[src/rtl/address_decoder_driver.sv]
// Registered 4-bit address to 15-line one-hot select driver.
// Each accepted address drives its select line for HOLD_CYCLES, then all
// selects stay low for GAP_CYCLES before the next address can be taken.
// When no external request is pending, auto-scan can launch addresses 0..14 in turn.
module address_decoder_driver #(
  parameter int unsigned HOLD_CYCLES = 4,
  parameter int unsigned GAP_CYCLES  = 1
) (
  input  logic        clk,
  input  logic        rst,
  input  logic [3:0]  AddrIn,
  input  logic        AddrValid,
  input  logic        ScanEn,
  output logic        AddrReady,
  output logic [14:0] SelOut,
  output logic        SelActive,
  output logic [3:0]  CurAddr,
  output logic        AddrErr,
  output logic        Done
);

  localparam int unsigned CntMax = (HOLD_CYCLES > GAP_CYCLES) ? HOLD_CYCLES : GAP_CYCLES;
  localparam int unsigned CntW   = $clog2(CntMax + 1);
  localparam logic [CntW-1:0] HoldLoad = CntW'(HOLD_CYCLES - 1);
  localparam logic [CntW-1:0] GapLoad  = CntW'(GAP_CYCLES - 1);
  localparam logic [CntW-1:0] CntOne   = CntW'(1);

  typedef enum logic [1:0] {StIdle, StHold, StGap} state_e;

  state_e          state_q, state_d;
  logic [CntW-1:0] cnt_q, cnt_d;
  logic [3:0]      cur_addr_q, cur_addr_d;
  logic [3:0]      scan_addr_q, scan_addr_d;
  logic [14:0]     sel_q, sel_d;
  logic            sel_active_q, sel_active_d;
  logic            ready_q, ready_d;
  logic            err_q, err_d;
  logic            done_q, done_d;
  logic            launch;
  logic [3:0]      launch_addr;

  // Address 0 maps to the top line; 1..14 map to lines 0..13; 15 maps to nothing.
  function automatic logic [14:0] decode(input logic [3:0] addr);
    logic [14:0] sel;
    sel = '0;
    if (addr == 4'd0) begin
      sel[14] = 1'b1;
    end else if (addr != 4'hF) begin
      sel[addr - 4'd1] = 1'b1;
    end
    return sel;
  endfunction

  // Next-state logic: handshake/scan launch, hold and gap countdowns.
  always_comb begin
    state_d      = state_q;
    cnt_d        = cnt_q;
    cur_addr_d   = cur_addr_q;
    scan_addr_d  = scan_addr_q;
    sel_d        = sel_q;
    sel_active_d = sel_active_q;
    ready_d      = ready_q;
    err_d        = 1'b0;
    done_d       = 1'b0;
    launch       = 1'b0;
    launch_addr  = scan_addr_q;

    case (state_q)
      StIdle: begin
        if (AddrValid) begin
          // External request wins over scan; the scan pointer does not move.
          if (AddrIn == 4'hF) begin
            err_d = 1'b1;
          end else begin
            launch      = 1'b1;
            launch_addr = AddrIn;
          end
        end else if (ScanEn) begin
          launch      = 1'b1;
          launch_addr = scan_addr_q;
          scan_addr_d = (scan_addr_q == 4'd14) ? 4'd0 : scan_addr_q + 4'd1;
        end
      end
      StHold: begin
        if (cnt_q == '0) begin
          state_d      = StGap;
          cnt_d        = GapLoad;
          sel_d        = '0;
          sel_active_d = 1'b0;
          // A single-cycle gap is also the last gap cycle.
          done_d       = (GapLoad == '0);
        end else begin
          cnt_d = cnt_q - CntOne;
        end
      end
      StGap: begin
        if (cnt_q == '0) begin
          state_d = StIdle;
          ready_d = 1'b1;
        end else begin
          cnt_d  = cnt_q - CntOne;
          done_d = (cnt_q == CntOne);
        end
      end
      default: begin
        state_d      = StIdle;
        cnt_d        = '0;
        sel_d        = '0;
        sel_active_d = 1'b0;
        ready_d      = 1'b1;
      end
    endcase

    if (launch) begin
      state_d      = StHold;
      cnt_d        = HoldLoad;
      cur_addr_d   = launch_addr;
      sel_d        = decode(launch_addr);
      sel_active_d = 1'b1;
      ready_d      = 1'b0;
    end
  end

  // State and output registers; reset clears the select bus without a clock edge.
  always_ff @(posedge clk or posedge rst) begin
    if (rst) begin
      state_q      <= StIdle;
      cnt_q        <= '0;
      cur_addr_q   <= 4'd0;
      scan_addr_q  <= 4'd0;
      sel_q        <= '0;
      sel_active_q <= 1'b0;
      ready_q      <= 1'b1;
      err_q        <= 1'b0;
      done_q       <= 1'b0;
    end else begin
      state_q      <= state_d;
      cnt_q        <= cnt_d;
      cur_addr_q   <= cur_addr_d;
      scan_addr_q  <= scan_addr_d;
      sel_q        <= sel_d;
      sel_active_q <= sel_active_d;
      ready_q      <= ready_d;
      err_q        <= err_d;
      done_q       <= done_d;
    end
  end

  assign AddrReady = ready_q;
  assign SelOut    = sel_q;
  assign SelActive = sel_active_q;
  assign CurAddr   = cur_addr_q;
  assign AddrErr   = err_q;
  assign Done      = done_q;

endmodule

[config.mk]
export PLATFORM = sky130hd
export DESIGN_NAME = address_decoder_driver
export DESIGN_NICKNAME = d
export VERILOG_FILES = /design/src/rtl/address_decoder_driver.sv
export SDC_FILE = /design/constraint.sdc
export NUM_CORES = 1
export LEC_CHECK = 0
export ABC_AREA = 1
export ABC_CLOCK_PERIOD_IN_PS = 3600
export BUFFER_PORTS_ARGS = -buffer_cell sky130_fd_sc_hd__buf_4
export CAP_MARGIN = 20
export CORE_ASPECT_RATIO = 1.4
export CORE_MARGIN = 2
export CORE_UTILIZATION = 55
export CTS_BUF_LIST = sky130_fd_sc_hd__clkbuf_2
export CTS_CLUSTER_SIZE = 30
export DETAILED_ROUTE_END_ITERATION = 6
export GPL_TIMING_DRIVEN = 0
export PLACE_DENSITY_LB_ADDON = 0.05
export SYNTH_ARGS = -nofsm -noshare
export SYNTH_HDL_FRONTEND = slang
export SYNTH_SLANG_ARGS = --single-unit
[constraint.sdc]
create_clock -name clk -period 3.6 [get_ports clk]
set_input_delay 0.36 -clock clk [delete_from_list [all_inputs] [get_ports clk]]
set_output_delay 0.36 -clock clk [all_outputs]
set_load 0.01 [all_outputs]
==> metrics <==
status finished clean; clock skew a little under 0.02 ns; cell mode on critical path nand2_1; layout cell share with drive strength beyond 1 0.295; async set or reset register ratio after synthesis 1.00; initial core utilization 0.586; Critical path origin state_q[0]; peak supply drop ~0.00051 V; DR pass1 iterations 4; Synth Flop Type dfrtp_1; core area 2910 um^2; Setup TNS 0 ns; largest net degree at the start of global routing 20; Clock transition at path regs about 0.17 ns; die width approximately 51 um; sequential element share of the synthesized area 0.471; fin. max-slew vios 0; setup slack, reg-to-reg about 1.8 ns; total CTS buffers 5; Mapped Area 1700 um^2; H-tree lvl count 2; CP cell instances inv_1 > ha_1 > nand2_4 > clkinv_2 > nand2_1 > nand2_2 > nor2_2 > nand2_4 > buf_6 > nand2_1 > nand2_1; Synth cell types 29; total power 0.00158 W; static leakage around 1.1 nW; FILL cells around 230; WP buf/inv 3; critical path class flip-flop to flip-flop; Placement Rows 23; Hold WC Path Type input pin to asynchronous set/reset pin; Routed WL about 3600 um; Mapped Avg Cell Area 8.31 um^2; Setup Buffers After CTS 0; dominant cell type by area after synthesis dfrtp_1; placed cell count 273; initial DRC count 32; unrepaired setup endpoints after global routing false; first-pass GRT wire length 6360 um; initial antenna violation count 0; slowest stage delay, CP between 0.4 and 0.5 ns; wire per inst about 13 um; Tightest Pin Transition about 0.64 ns; CTS tree built; length in cells of the worst reg-to-reg path 11; worst skew pair latency around 0.38 ns; final worst path period share 0.505; Max Freq roughly 550 MHz; Synth Net Count between 200 and 250; gr ovfl total 0; Slew headroom 0.574; DRC violations left 0; WP data arrival between 2 and 2.5 ns; synth top area cells dfrtp_1 (46%), nand2_1 (15%), inv_1 (4.6%), ha_1 (4.4%), o21ai_0 (3.5%); crit path capture SelOut[10]; cell with the most instances after synthesis nand2_1; Crit. End Element flip-flop; final hold violation count 0; Power Density a little under 800 nW/um^2; Total GRT Usage 0.236; PortBufs 30; Nets 257; Crit path depth 11; final cell count without fillers approximately 280; vias in the first global route 1527; Yosys reg bits 32; Post-Syn Instances 205; Max Cap Viol 0; clock root buffer clkbuf_2; Die ar. 3560 um^2; reg-to-reg critical path startpoint state_q[0]; fin util 0.703; Routed Antenna Nets 0; CP Max Fanout 10; Inserted Diodes 0; chip height between 60 and 70 um; fin crit period roughly 1.8 ns; hold buffer count at cts 0; vias post-DR between 1k and 1.5k; post-CTS sizing 0; top cells by count, synth nand2_1 (67), dfrtp_1 (31), inv_1 (21), o21ai_0 (12); vias per cell between 5 and 6; Top Ports 31; post-synth top area share 0.456; Worst setup SP type flip-flop; capturing point of the worst reg2reg path SelOut[10]; Longest Clk Path Bufs 2; final setup vio count 0; Placer Congestion a little under 0.9; CTS sink count 32; synthesis-to-finish area growth 19.9%; Hold WS around 0.058 ns; slowest stage cell, crit path dfrtp_1; number of flops mapped to enable cells by yosys 0; critical path's top delay family simple AND/OR/NAND/NOR gates; Worst Path Required 3.88 ns; detailed placement HPWL 2850 um; Synth Warn # 0
==> where the power goes <==
| part | switching, W | leakage [nW] | internal (W) | total [W] |
|---|---|---|---|---|
| clock | 0.000121 | 0.0330 | 0.0000530 | 0.000174 |
| combinational | 0.000545 | 0.683 | 0.000318 | 0.000864 |
| sequential | 0.0000674 | 0.417 | 0.000476 | 0.000544 |
| total | 0.000734 | 1.13 | 0.000848 | 0.00158 |
==> worst register-to-register path, stage by stage (launching register included) <==
cell and delay [ns]:
dfrtp_1 0.42, inv_1 0.07, ha_1 0.29, nand2_4 0.14, clkinv_2 0.09, nand2_1 0.11
nand2_2 0.10, nor2_2 0.14, nand2_4 0.09, buf_6 0.15, nand2_1 0.07, nand2_1 0.05
==> cell type report <==
type	instances	area, um^2	share of cell area
Multi-Input combinational cell	144	782	0.383
Inverter	27	103	0.0502
Clock buffer	7	35.0	0.0172
Tap cell	37	46.3	0.0227
Buffer	2	16.3	0.00797
Clock inverter	1	5.00	0.00245
Timing Repair Buffer	31	253	0.124
Sequential cell	32	802	0.393
==> cells by family after synthesis <==
logic type | synth area share
simple gates | 0.343
flops | 0.471
buf+inv | 0.0698
compound gates | 0.0720
fa+ha+maj | 0.0441
==> cells in the final DEF, fill, tap and decap left out, types with 5 or more instances in the layout <==
cell,netlist,routed
nor2_2,5,5
dfrtp_1,31,31
inv_2,5,5
ha_1,6,6
nand2_1,67,67
inv_1,21,21
o21ai_0,12,12
buf_4,0,30
nor2_1,11,11
nand3_1,11,11
clkbuf_2,0,7
==> routing by layer <==
layer | vias to the layer above | global-route usage | routed length [um]
met5 | - | 0 | 0
met3 | 8 | 0.0560 | 143
met1 | 686 | 0.236 | 1370
li1 | 718 | - | -
met4 | 0 | 0.126 | 75
met2 | 31 | 0.429 | 2020
==> state kept, by name (all words and copies together) (netlist names) <==
signal       cells
AddrErr          1
CurAddr          4
AddrReady        1
state_q          2
SelActive        1
cnt_q            3
SelOut          15
scan_addr_q      4
Done             1
==> stage by stage <==
stage | area [um^2] | worst slack [ns]
floorplan | 1700 | 2.03
global placement | 1970 | 1.88
detailed placement | 2000 | 1.84
CTS | 2040 | 1.78
global route | 2040 | 1.61
finish | 2040 | 1.78
==> worst min path at each step <==
| stage | cells after the start | slack, ns | endpoint |
|---|---|---|---|
| after floorplan | 2 | 0.47 | state_q[1] |
| after global placement | 2 | 0.46 | SelActive |
| after detailed placement | 2 | 0.47 | SelOut[12] |
| after CTS | 2 | 0.05 | cnt_q[2] |
| after global routing | 2 | 0.08 | cnt_q[2] |
| final | 2 | 0.06 | SelActive |
Note: power is estimated with default switching activity, not from simulation.
